<file path="config.mk">
export PLATFORM = sky130hd
export DESIGN_NAME = spi_slave_frontend
export DESIGN_NICKNAME = d
export VERILOG_FILES = /design/src/rtl/spi_pkg.sv /design/src/rtl/spi_sync.sv /design/src/rtl/spi_slave_frontend.sv
export SDC_FILE = /design/constraint.sdc
export NUM_CORES = 1
export LEC_CHECK = 0
export CAP_MARGIN = 20
export CORE_MARGIN = 4
export CORE_UTILIZATION = 57
export CTS_CLUSTER_SIZE = 8
export DETAILED_ROUTE_END_ITERATION = 12
export PLACE_DENSITY_LB_ADDON = 0.05
export SLEW_MARGIN = 10
export SYNTH_ARGS = -nofsm -noshare
export SYNTH_HDL_FRONTEND = slang
export SYNTH_SLANG_ARGS = --single-unit
</file>
<file path="constraint.sdc">
create_clock -name clk -period 2.89 [get_ports clk]
set_input_delay 0.4335 -clock clk [delete_from_list [all_inputs] [get_ports clk]]
set_output_delay 0.4335 -clock clk [all_outputs]
set_load 0.1 [all_outputs]
</file>
<file path="src/rtl/spi_pkg.sv">
// Shared constants for the SPI slave front end: FSM state encodings and default sizing.
package spi_pkg;

  localparam logic [1:0] StIdle  = 2'd0;
  localparam logic [1:0] StLoad  = 2'd1;
  localparam logic [1:0] StShift = 2'd2;

  localparam int unsigned DefaultWidth = 8;
  // clk must run at least this many times faster than sclk for edge detection to hold.
  localparam int unsigned MinSclkRatio = 4;

endpackage

</file>
<file path="src/rtl/spi_sync.sv">
// Multi-flop synchroniser for one asynchronous input, with level and edge-detect outputs.
module spi_sync #(
  parameter int unsigned SYNC_STAGES = 2
) (
  input  logic clk,
  input  logic rst_n,
  input  logic d_i,
  output logic level_o,
  output logic rise_o,
  output logic fall_o
);

  logic [SYNC_STAGES-1:0] sync_q;
  logic                   prev_q;

  // Reset to 0 so a chip enable held low through reset never looks like a fresh frame start.
  always_ff @(posedge clk) begin
    if (!rst_n) begin
      sync_q <= '0;
      prev_q <= 1'b0;
    end else begin
      sync_q <= {sync_q[SYNC_STAGES-2:0], d_i};
      prev_q <= sync_q[SYNC_STAGES-1];
    end
  end

  assign level_o = sync_q[SYNC_STAGES-1];
  assign rise_o  = sync_q[SYNC_STAGES-1] & ~prev_q;
  assign fall_o  = ~sync_q[SYNC_STAGES-1] & prev_q;

endmodule

</file>
<file path="src/rtl/spi_slave_frontend.sv">
// Oversampled SPI mode-0 slave: deserialises MOSI into words, serialises a shadowed tx word on MISO.
// Optional build macro SPI_LOOPBACK_EN: an empty-shadow load resends the last received word.
module spi_slave_frontend
  import spi_pkg::*;
#(
  parameter int unsigned WIDTH       = DefaultWidth,
  parameter int unsigned SYNC_STAGES = 2
) (
  input  logic             clk,
  input  logic             rst_n,
  input  logic             sclk,
  input  logic             mosi,
  input  logic             ce0_n,
  output logic             miso,
  output logic [WIDTH-1:0] rx_data,
  output logic             rx_valid,
  input  logic [WIDTH-1:0] tx_data,
  input  logic             tx_valid,
  output logic             tx_ready,
  output logic             busy,
  output logic             tx_underrun
);

  localparam int unsigned CntW = (WIDTH > 1) ? $clog2(WIDTH) : 1;

  logic sclk_rise, sclk_fall;
  logic mosi_s;
  logic ce_rise, ce_fall;
  logic sclk_lvl, ce_lvl;

  spi_sync #(.SYNC_STAGES(SYNC_STAGES)) u_sync_sclk (
    .clk    (clk),
    .rst_n  (rst_n),
    .d_i    (sclk),
    .level_o(sclk_lvl),
    .rise_o (sclk_rise),
    .fall_o (sclk_fall)
  );

  spi_sync #(.SYNC_STAGES(SYNC_STAGES)) u_sync_mosi (
    .clk    (clk),
    .rst_n  (rst_n),
    .d_i    (mosi),
    .level_o(mosi_s),
    .rise_o (),
    .fall_o ()
  );

  spi_sync #(.SYNC_STAGES(SYNC_STAGES)) u_sync_ce (
    .clk    (clk),
    .rst_n  (rst_n),
    .d_i    (ce0_n),
    .level_o(ce_lvl),
    .rise_o (ce_rise),
    .fall_o (ce_fall)
  );

  logic [1:0]       state_q, state_d;
  logic [CntW-1:0]  cnt_q, cnt_d;
  logic             reload_q, reload_d;
  logic [WIDTH-2:0] rx_shift_q, rx_shift_d;
  logic [WIDTH-1:0] tx_shift_q, tx_shift_d;
  logic [WIDTH-1:0] shadow_q, shadow_d;
  logic             shadow_full_q, shadow_full_d;
  logic [WIDTH-1:0] rx_data_q, rx_data_d;
  logic             rx_valid_q, rx_valid_d;
  logic             underrun_q, underrun_d;

  logic             do_load;
  logic [WIDTH-1:0] rx_next;
  logic [WIDTH-1:0] load_word;
  logic [WIDTH-1:0] empty_word;

`ifdef SPI_LOOPBACK_EN
  assign empty_word = rx_data_q;
`else
  assign empty_word = '0;
`endif

  always_comb begin
    state_d       = state_q;
    cnt_d         = cnt_q;
    reload_d      = reload_q;
    rx_shift_d    = rx_shift_q;
    tx_shift_d    = tx_shift_q;
    shadow_d      = shadow_q;
    shadow_full_d = shadow_full_q;
    rx_data_d     = rx_data_q;
    rx_valid_d    = 1'b0;
    underrun_d    = 1'b0;
    do_load       = 1'b0;
    rx_next       = {rx_shift_q, mosi_s};
    load_word     = shadow_full_q ? shadow_q : empty_word;

    // Only an empty shadow accepts, so an offer never collides with a load consuming it.
    if (tx_valid && !shadow_full_q) begin
      shadow_d      = tx_data;
      shadow_full_d = 1'b1;
    end

    if (ce_rise) begin
      state_d    = StIdle;
      cnt_d      = '0;
      reload_d   = 1'b0;
      rx_shift_d = '0;
      tx_shift_d = '0;
    end else begin
      case (state_q)
        StIdle: begin
          tx_shift_d = '0;
          if (ce_fall) state_d = StLoad;
        end
        StLoad: begin
          do_load  = 1'b1;
          cnt_d    = '0;
          reload_d = 1'b0;
          state_d  = StShift;
        end
        StShift: begin
          if (sclk_rise) begin
            rx_shift_d = rx_next[WIDTH-2:0];
            if (cnt_q == CntW'(WIDTH - 1)) begin
              cnt_d      = '0;
              reload_d   = 1'b1;
              rx_data_d  = rx_next;
              rx_valid_d = 1'b1;
            end else begin
              cnt_d = cnt_q + CntW'(1);
            end
          end else if (sclk_fall) begin
            if (reload_q) begin
              do_load  = 1'b1;
              reload_d = 1'b0;
            end else begin
              tx_shift_d = {tx_shift_q[WIDTH-2:0], 1'b0};
            end
          end
        end
        default: state_d = StIdle;
      endcase
    end

    if (do_load) begin
      tx_shift_d = load_word;
      if (shadow_full_q) shadow_full_d = 1'b0;
      else underrun_d = 1'b1;
    end
  end

  always_ff @(posedge clk) begin
    if (!rst_n) begin
      state_q       <= StIdle;
      cnt_q         <= '0;
      reload_q      <= 1'b0;
      rx_shift_q    <= '0;
      tx_shift_q    <= '0;
      shadow_q      <= '0;
      shadow_full_q <= 1'b0;
      rx_data_q     <= '0;
      rx_valid_q    <= 1'b0;
      underrun_q    <= 1'b0;
    end else begin
      state_q       <= state_d;
      cnt_q         <= cnt_d;
      reload_q      <= reload_d;
      rx_shift_q    <= rx_shift_d;
      tx_shift_q    <= tx_shift_d;
      shadow_q      <= shadow_d;
      shadow_full_q <= shadow_full_d;
      rx_data_q     <= rx_data_d;
      rx_valid_q    <= rx_valid_d;
      underrun_q    <= underrun_d;
    end
  end

  // MISO is driven straight from the tx shift MSB; the register is cleared whenever idle.
  assign miso        = tx_shift_q[WIDTH-1];
  assign rx_data     = rx_data_q;
  assign rx_valid    = rx_valid_q;
  assign tx_ready    = ~shadow_full_q;
  assign busy        = (state_q != StIdle);
  assign tx_underrun = underrun_q;

  // Level outputs of the edge-detecting synchronisers are not needed beyond edges.
  logic unused_lvl;
  assign unused_lvl = sclk_lvl ^ ce_lvl;

endmodule

</file>
# == Word level (Yosys, flattened, before mapping) ==
# Cells that the tools add are included.
# classes
add_sub_neg,1
mul,0
div_mod_pow,0
n_lt_le_gt_ge,0
eq_ne,10
n_shift,0
mux,26
bitwise_logic,13
reduce_logical,15
# ops
op,count
8-bit 2-to-1 mux,6
8-bit one-hot mux with 2 select lines,1
1-bit 2-to-1 mux,12
4-bit inequality test (second input constant),3
1-bit NOT,9
2-bit AND reduction,4
4-bit AND reduction,2
3-bit 2-to-1 mux,2
3-bit inequality test (second input constant),2
2-bit one-hot mux with 3 select lines,1
3-bit one-hot mux with 2 select lines,1
1-bit bitwise AND,4
2-bit inequality test (second input constant),2
1-bit one-hot mux with 2 select lines,2
2-bit nonzero test,2
4-bit nonzero test,1
4-bit OR reduction,1
3-bit by 1-bit adder with 3-bit output (second input constant),1
3-bit == test (second input constant),1
3-bit AND reduction,1
2-bit by 1-bit == test with 1-bit output (second input constant),1
2-bit == test (second input constant),1
2-bit logical NOT,1
2-bit 2-to-1 mux,1
3 further kinds,3
# word_totals
reg_bits,48
latch_bits,0
ramBits,0
mem_bits_ro,0
input_bits,14
out_inout_bits,13
wordCells,80
mem_count,0

# == Longest topological paths before layout ==
# Gate-level depths: netlist of run 1.
# logic_depth
ltp_word,8
mapped_depth,8
depth_no_buf,6

# == Cells and area by module ==
# A second synthesis of run 1 with hierarchy kept.
# unflattened
hier_cells,214
area_unflattened_um2,1979.4
# by_module_without_submodules
mod,n_inst,cells_each,area_each_um2,seq_area_each_um2
spi_slave_frontend,1,190,1705.4,800.8
spi_sync,3,8,91.3,60.1

# == Worst setup path after synthesis of run 1 ==
# Ideal clock, no wire load.
# synth_path
path_kind,register to output
start,register state_q[0]
end,output port busy
t_arrival_ns,1.227
required_ns,2.457
path_slack_ns,1.229
stages_incl_launch_ff,4
n_path_buf,0
cell_sequence,dfxtp_1 > inv_1 > ha_1 > inv_1
# synth_via
elab_chain_cells,1
# synth_lines
element,line_no,text
start: declaration,spi_slave_frontend.sv:58,"logic [1:0] state_q, state_d;"
start signal: assignment,spi_slave_frontend.sv:152,state_q <= StIdle;
start signal: assignment,spi_slave_frontend.sv:163,state_q <= state_d;
2-bit nonzero test,spi_slave_frontend.sv:181,assign busy = (state_q != StIdle);
end: declaration,spi_slave_frontend.sv:20,"output logic busy,"
# No other way between the ends.

# == Worst setup path in the final report of run 1 ==
# layout_path
start,register state_q[0]
end,register rx_data_q[3] (netlist: rx_data[3])
# layout_via
elab_chain_cells,2
# layout_lines
element,line_no,text
2-bit == test,spi_slave_frontend.sv:108,case (state_q)
4-bit AND reduction (no line),-,
end signal: assignment,spi_slave_frontend.sv:170,rx_data_q <= rx_data_d;
end: declaration,spi_slave_frontend.sv:65,"logic [WIDTH-1:0] rx_data_q, rx_data_d;"
# No other way between the ends.
# A chain may end at the register's enable or synchronous reset.

==> out/metrics.csv, run 1 <==
stage;metric;value;unit
die;floorplan.initialDensity;61.2;%
clock_tree;htree_levels;2;
worst_setup_path;number_of_logic_stages_on_the_critical_path_including_buffering;6;
final_layout;antennaDiodeCount;0;
logic_synthesis;yosys_register_bits;48;
timing;timing.final.crit_period;2.18;ns
final_layout;fillers;251;
worst_setup_path;reg2reg_depth;6;
die;floorplan.die.height;66.0;um
place;hpwl;2590;um
die;design.portCount;27;
final_layout;multi_input_area;867;um2
worst_setup_path;r2r_setup_slack;0.71;ns
clock_tree;cts_inserted_buffers;5;
drt;wl_per_cell;13.8;um
clock_tree;tritoncts;done;
drt;drtIter0Drc;125;
die;die_w;66.0;um
job;cap_violations;0;
worst_setup_path;path_max_fanout;11;
logic_synthesis;async_reset_ff_share;0;%
global_routing;grt_start_max_net_pins;19;
place;gp_congestion;0.803;
logic_synthesis;netlist_area;1920;um2
worst_setup_path;worstPathArrival;2.43;ns
clock_tree;post_cts.repair.setup_buffers;0;
worst_setup_path;worst_r2r_endpoint;rx_data[3]$_SDFFE_PN0P_;
timing;finalClockSkew;0.0122;ns
logic_synthesis;synth.top_cells.by_count;sky130_fd_sc_hd__dfxtp_1 (48), sky130_fd_sc_hd__nor2_1 (23), sky130_fd_sc_hd__a21oi_1 (19);
logic_synthesis;synth_sequential_area_ratio;50.2;%
final_layout;layout_net_count;241;
logic_synthesis;cell_types_occupying_the_most_area_after_synthesis;sky130_fd_sc_hd__dfxtp_1 (50%), sky130_fd_sc_hd__mux2i_1 (8.9%), sky130_fd_sc_hd__a21oi_1 (5.0%);
timing;fin_tns_setup;0;ns
worst_setup_path;setup.worst_path.class;reg -> reg;
final_layout;ff_latch_area;961;um2
power;p_leak;0.908;nW
global_routing;grt_util_all_layers;19.6;%
power;vdd_ir_drop_max;0.566;mV
die;design.core.area;3130;um2
clock_tree;clk_root_buffer_cell;sky130_fd_sc_hd__clkbuf_4;
timing;slew_violations;0;
hold_path;worst_hold_path_type;reg -> reg;
worst_setup_path;timing.critical_path.slowest_cell_delay;0.49;ns
timing;transition_time_of_the_tightest_slew_check_pin;0.913;ns
worst_setup_path;worstPathCellList;inv_1 > ha_1 > and2_1 > nand3_1 > mux2i_1 > nor2_1;
hold_path;worst_hold_startpoint;u_sync_sclk.sync_q[0]$_SDFF_PN0_;
global_routing;grt.overflow.total;0;
logic_synthesis;synth_cell_types;33;
logic_synthesis;synth_top_area_share;50.2;%
power;power-per-cell-area;525;nW/um2
place;place.port_buffers;26;
clock_tree;clockBufferDepth;2;
worst_setup_path;worstReg2RegStart;state_q[0]$_SDFFE_PP0P_;
die;num_rows;20;
global_routing;number_of_global_route_vias_before_repair;1458;
logic_synthesis;avgSynthCellArea;9.72;um2
drt;route.detailed.vias_per_inst;5.42;
worst_setup_path;critPathSlowestCell;sky130_fd_sc_hd__nand3_1;
logic_synthesis;net_count_after_synthesis;218;
clock_tree;ctsResizeCount;0;
global_routing;grt_first_pass_wirelength;6620;um
worst_setup_path;cp-end-kind;flip-flop;
drt;drt_pass1_iterations;4;
final_layout;synthToLayoutAreaGrowth;16.2;%
clock_tree;cts_hold_buf;0;
hold_path;destination_of_the_worst_hold_path;u_sync_sclk.sync_q[1]$_SDFF_PN0_;
drt;antenna_violating_nets_post_route;0;
clock_tree;clock-sinks;48;
timing;max_freq;459;MHz
timing;min_period_over_period;75.3;%
clock_tree;worstSkewPairLatency;0.37;ns
logic_synthesis;yosysMostFrequentCell;sky130_fd_sc_hd__dfxtp_1;
timing;timing.slew.headroom;39.0;%
worst_setup_path;startpoint_type;flip-flop;
drt;route.detailed.drc;0;
logic_synthesis;yosysTopAreaCell;sky130_fd_sc_hd__dfxtp_1;
timing;rsz0062_at_grt;no;
drt;via_count;1436;
final_layout;post_layout_util;71.2;%
logic_synthesis;synthesis.yosys.warnings;0;
logic_synthesis;synth_enable_flop_cells;0;
hold_path;min_delay_path_depth;1;
drt;routed_wirelength;3650;um
global_routing;antenna_found_initial;0;
clock_tree;cts.reportedPaths.clkPinSlew;0.13;ns
worst_setup_path;worst-path-buf-inv;1;
die;die_area;4350;um2
logic_synthesis;post_synth_inst_count;197;
timing;timing.final.hold_violations;0;
worst_setup_path;cp_data_required_time;3.14;ns
timing;finalSetupViolations;0;
worst_setup_path;path_delay_family;simple AND/OR/NAND/NOR gates;
final_layout;layout-drive-gt1-share;12.2;%
status;run_status;completed;
logic_synthesis;yosys_most_used_dff;sky130_fd_sc_hd__dfxtp_1;
[placed cells by master (no fill, tap or decap), types with 4 or more instances in the layout]
master | netlist | routed
sky130_fd_sc_hd__ha_1 | 7 | 7
sky130_fd_sc_hd__and2_1 | 10 | 10
sky130_fd_sc_hd__inv_1 | 7 | 7
sky130_fd_sc_hd__nand2b_1 | 4 | 4
sky130_fd_sc_hd__a32oi_1 | 6 | 6
sky130_fd_sc_hd__o31ai_1 | 6 | 6
sky130_fd_sc_hd__nand2_1 | 17 | 17
sky130_fd_sc_hd__buf_4 | 0 | 13
sky130_fd_sc_hd__a21oi_1 | 19 | 19
sky130_fd_sc_hd__clkdlybuf4s50_1 | 0 | 13
sky130_fd_sc_hd__nor2_1 | 23 | 23
sky130_fd_sc_hd__clkbuf_4 | 0 | 5
sky130_fd_sc_hd__dfxtp_1 | 48 | 48
sky130_fd_sc_hd__mux2i_1 | 17 | 17
[flip-flops by register name (all words and copies together), names as in the netlist, 2 cells and up]
name	count
shadow_q	8
rx_shift_q	7
u_sync_ce.sync_q	2
tx_shift_q	8
u_sync_mosi.sync_q	2
cnt_q	3
u_sync_sclk.sync_q	2
state_q	2
rx_data	8
[power by group]
part / total, mW / internal (mW) / switching (mW)
combinational: 0.0842 / 0.0366 / 0.0475
sequential: 0.686 / 0.677 / 0.00953
clock: 0.399 / 0.185 / 0.214
[through the flow]
stage	area [um2]	power, mW	cells	setup slack [ns]	hold slack (ns)
finish	2230	1.17	265	0.712	0.450
global route	2230	1.22	265	0.442	0.473
CTS	2230	1.18	265	0.648	0.454
detailed placement	2140	0.784	257	0.678	0.423
global placement	2140	0.781	257	0.793	0.416
floorplan	1920	0.754	197	1.23	0.412
[final cells by class]
cell class / count / share of cell area, %
clock buffers: 5 / 1.69
clock inverters: 3 / 2.14
inverters: 8 / 1.35
multi-input cells: 131 / 39.0
flip-flops and latches: 48 / 43.2
well taps: 44 / 2.47
repair buffers: 26 / 10.2
[worst max-delay path by stage]
| stage | start | end |
|---|---|---|
| global placement | state_q[0]$_SDFFE_PP0P_ | rx_data[7]$_SDFFE_PN0P_ |
| floorplan | state_q[0]$_SDFFE_PP0P_ | busy |
| finish | state_q[0]$_SDFFE_PP0P_ | rx_data[3]$_SDFFE_PN0P_ |
| global route | state_q[0]$_SDFFE_PP0P_ | rx_data[3]$_SDFFE_PN0P_ |
| CTS | state_q[0]$_SDFFE_PP0P_ | rx_data[3]$_SDFFE_PN0P_ |
| detailed placement | state_q[0]$_SDFFE_PP0P_ | rx_data[3]$_SDFFE_PN0P_ |
[cell families after synthesis]
logic type	Yosys count	synth area share, %
simple gates	64	16.9
flops	48	50.2
compound gates	43	14.9
buf+inv	18	4.57
mux	17	8.88
fa+ha+maj	7	4.57
[routing by layer]
metal / global-route usage (%) / vias to the layer above / share of wire (%)
met4: 6.09 / 0 / 1.6
met3: 4.25 / 7 / 5.3
met1: 23.2 / 664 / 43
met5: 0 / - / 0
met2: 35.2 / 37 / 50
li1: - / 728 / -
No activity file was read; power rests on OpenSTA's default activity.
==> inputs of run 2 (changes only) <==
Settings changed: CORE_UTILIZATION 57 to 53.
Clock period 2.89 ns to 2.1 ns, I/O delays scaled along.
==> run 2 against run 1 <==
Critical path depth unchanged. Register-to-register slack got worse by 0.47 ns. Flip-flop and latch count unchanged. Highest routed layer unchanged. Largest cell class unchanged. Cell count increased by 2.6%. Sequential power increased by 38%. Clock skew decreased by 0.0025 ns. Clock power increased by 11%. Utilization decreased by 5.2 points. Clock-buffer cell count increased by 1. Critical path type unchanged. Worst hold slack got worse by 0.0013 ns. Largest power group unchanged. Worst setup slack got worse by 0.47 ns. Die area increased by 6.6%.
==> out/metrics.csv, run 2 (same netlist as run 1, synthesis figures left out) <==
stage;metric;value;unit;change
die;floorplan.die.height;68.1;um;was 66.0 um
power;p_leak;0.927;nW;was 0.908 nW
worst_setup_path;cp_data_required_time;2.38;ns;was 3.14 ns
worst_setup_path;path_max_fanout;11;;unchanged
clock_tree;cts_hold_buf;0;;unchanged
power;seq_power_share;62.6;%;was 58.7%
power;comb_power_share;8.2;%;was 7.2%
power;power;1.51;mW;was 1.17 mW
clock_tree;ctsResizeCount;0;;unchanged
hold_path;destination_of_the_worst_hold_path;u_sync_sclk.sync_q[1]$_SDFF_PN0_;;unchanged
hold_path;min_delay_path_depth;1;;unchanged
drt;drt_pass1_iterations;4;;unchanged
die;design.portCount;27;;unchanged
power;net-switching-power;360;uW;was 271 uW
timing;min_period_over_period;88.6;%;was 75.3%
job;cap_violations;0;;unchanged
timing;finalClockSkew;0.00967;ns;was 0.0122 ns
final_layout;layout-drive-gt1-share;14.2;%;was 12.2%
clock_tree;htree_levels;2;;unchanged
worst_setup_path;worst-path-buf-inv;1;;unchanged
timing;fin_tns_setup;0;ns;unchanged
clock_tree;worstSkewPairLatency;0.36;ns;was 0.37 ns
final_layout;ff_latch_area;961;um2;unchanged
worst_setup_path;startpoint_type;flip-flop;;unchanged
place;place.port_buffers;26;;unchanged
global_routing;grt_first_pass_wirelength;6110;um;was 6620 um
timing;finalSetupViolations;0;;unchanged
hold_path;worst_hold_startpoint;u_sync_sclk.sync_q[0]$_SDFF_PN0_;;unchanged
worst_setup_path;worstPathArrival;2.14;ns;was 2.43 ns
timing;fin_hold_ws;0.449;ns;was 0.450 ns
clock_tree;clk_root_buffer_cell;sky130_fd_sc_hd__clkbuf_4;;unchanged
final_layout;fillers;282;;was 251
timing;slew_violations;0;;unchanged
clock_tree;post_cts.repair.setup_buffers;0;;unchanged
clock_tree;clock-sinks;48;;unchanged
final_layout;antennaDiodeCount;0;;unchanged
die;die_w;68.1;um;was 66.0 um
clock_tree;tritoncts;done;;unchanged
final_layout;multi_input_area;867;um2;unchanged
clock_tree;cts_inserted_buffers;5;;unchanged
final_layout;synthToLayoutAreaGrowth;17.7;%;was 16.2%
die;floorplan.initialDensity;56.1;%;was 61.2%
worst_setup_path;worst_r2r_endpoint;tx_shift_q[6]$_SDFFE_PN0P_;;was rx_data[3]$_SDFFE_PN0P_
drt;wl_per_cell;13.3;um;was 13.8 um
global_routing;antenna_found_initial;0;;unchanged
power;power-per-cell-area;669;nW/um2;was 525 nW/um2
power;intPower;1.15;mW;was 898 uW
global_routing;number_of_global_route_vias_before_repair;1358;;was 1458
die;design.core.area;3420;um2;was 3130 um2
global_routing;grt_start_max_net_pins;18;;was 19
worst_setup_path;critPathSlowestCell;sky130_fd_sc_hd__dfxtp_1;;was sky130_fd_sc_hd__nand3_1
place;hpwl;2640;um;was 2590 um
timing;timing.final.crit_period;1.86;ns;was 2.18 ns
worst_setup_path;timing.critical_path.slowest_cell_delay;0.36;ns;was 0.49 ns
hold_path;worst_hold_path_type;reg -> reg;;unchanged
drt;drtIter0Drc;79;;was 125
worst_setup_path;cp-end-kind;flip-flop;;unchanged
drt;via_count;1450;;was 1436
timing;rsz0062_at_grt;no;;unchanged
place;gp_congestion;0.844;;was 0.803
power;power.clock.fraction;29.3;%;was 34.1%
worst_setup_path;worstPathCellList;inv_1 > ha_1 > and4b_4 > o21a_1 > nor3_2 > nor4_2;;was inv_1 > ha_1 > and2_1 > nand3_1 > mux2i_1 > nor2_1
drt;routed_wirelength;3620;um;was 3650 um
worst_setup_path;path_delay_family;simple AND/OR/NAND/NOR gates;;unchanged
final_layout;layout_net_count;246;;was 241
worst_setup_path;r2r_setup_slack;0.24;ns;was 0.71 ns
worst_setup_path;worstReg2RegStart;state_q[0]$_SDFFE_PP0P_;;unchanged
timing;timing.final.hold_violations;0;;unchanged
die;num_rows;21;;was 20
global_routing;grt.overflow.total;0;;unchanged
power;vdd_ir_drop_max;0.475;mV;was 0.566 mV
worst_setup_path;reg2reg_depth;6;;unchanged
power;power_switching_share;23.9;%;was 23.2%
worst_setup_path;setup.worst_path.class;reg -> reg;;unchanged
drt;antenna_violating_nets_post_route;0;;unchanged
clock_tree;cts.reportedPaths.clkPinSlew;0.13;ns;about the same
final_layout;mostFrequentLayoutCell;sky130_fd_sc_hd__dfxtp_1;;unchanged
final_layout;layout_common_cells;sky130_fd_sc_hd__dfxtp_1 (48), sky130_fd_sc_hd__nor2_1 (23), sky130_fd_sc_hd__a21oi_1 (19);;was sky130_fd_sc_hd__dfxtp_1 (48), sky130_fd_sc_hd__nor2_1 (23), sky130_fd_sc_hd__a21oi_1 (19), sky130_fd_sc_hd__mux2i_1 (17), sky130_fd_sc_hd__nand2_1 (17)
drt;route.detailed.vias_per_inst;5.33;;was 5.42
status;run_status;completed;;unchanged
timing;max_freq;537;MHz;was 459 MHz
timing;transition_time_of_the_tightest_slew_check_pin;0.366;ns;was 0.913 ns
timing;timing.slew.headroom;75.6;%;was 39.0%
clock_tree;clockBufferDepth;2;;unchanged
global_routing;grt_util_all_layers;17.8;%;was 19.6%
drt;route.detailed.drc;0;;unchanged
die;die_area;4640;um2;was 4350 um2
[run 2: cell types whose count changed in the layout (fill, tap and decap cells not counted)]
cell	delta
sky130_fd_sc_hd__buf_12	+1
sky130_fd_sc_hd__buf_4	+4
sky130_fd_sc_hd__bufinv_16	-1
sky130_fd_sc_hd__clkbuf_8	+1
sky130_fd_sc_hd__clkinv_2	+2
sky130_fd_sc_hd__clkinv_4	-2
[run 2: worst max-delay path by stage]
| stage | from | endpoint | cells after the start |
|---|---|---|---|
| after floorplan | state_q[0]$_SDFFE_PP0P_ | tx_shift_q[6]$_SDFFE_PN0P_ | 8 |
| after global placement | state_q[0]$_SDFFE_PP0P_ | tx_shift_q[6]$_SDFFE_PN0P_ | 6 |
| after detailed placement | state_q[0]$_SDFFE_PP0P_ | rx_data[5]$_SDFFE_PN0P_ | 7 |
| after CTS | state_q[0]$_SDFFE_PP0P_ | rx_data[5]$_SDFFE_PN0P_ | 7 |
| after global routing | state_q[0]$_SDFFE_PP0P_ | rx_data[1]$_SDFFE_PN0P_ | 7 |
| final | state_q[0]$_SDFFE_PP0P_ | tx_shift_q[6]$_SDFFE_PN0P_ | 6 |
[run 2: metrics by stage]
step                instance area (um2)  util, %  std cells  setup WS (ns)
floorplan                          1920        -        197          0.462
detailed placement                 2190     64.2        264          0.272
global placement                   2190     64.2        264          0.375
CTS                                2250     66.0        272          0.244
finish                             2250     66.0        272          0.239
global route                       2250     66.0        272         0.0466
[run 2: layer usage]
layer	share of wire, %	track usage, %	vias up
met2	46	28.8	27
li1	-	-	734
met4	2.7	9.68	0
met5	0	0	-
met3	3.8	4.27	10
met1	47	21.7	679
[run 2: power groups by stage]
stage / registers [mW] / logic, mW / clock network (mW)
floorplan: 0.963 / 0.0750 / 0
global placement: 0.964 / 0.120 / 0
CTS: 0.944 / 0.124 / 0.453
finish: 0.944 / 0.123 / 0.441
detailed placement: 0.964 / 0.124 / 0
global route: 0.947 / 0.136 / 0.484
[run 2: layout make-up]
class / instances / share of cell area, %
timing repair buffer: 31 / 12.3
clock inverter: 2 / 0.444
clock buffer: 6 / 2.28
multi-input combinational: 131 / 38.5
inverter: 8 / 1.33
sequential: 48 / 42.6
tap: 46 / 2.55
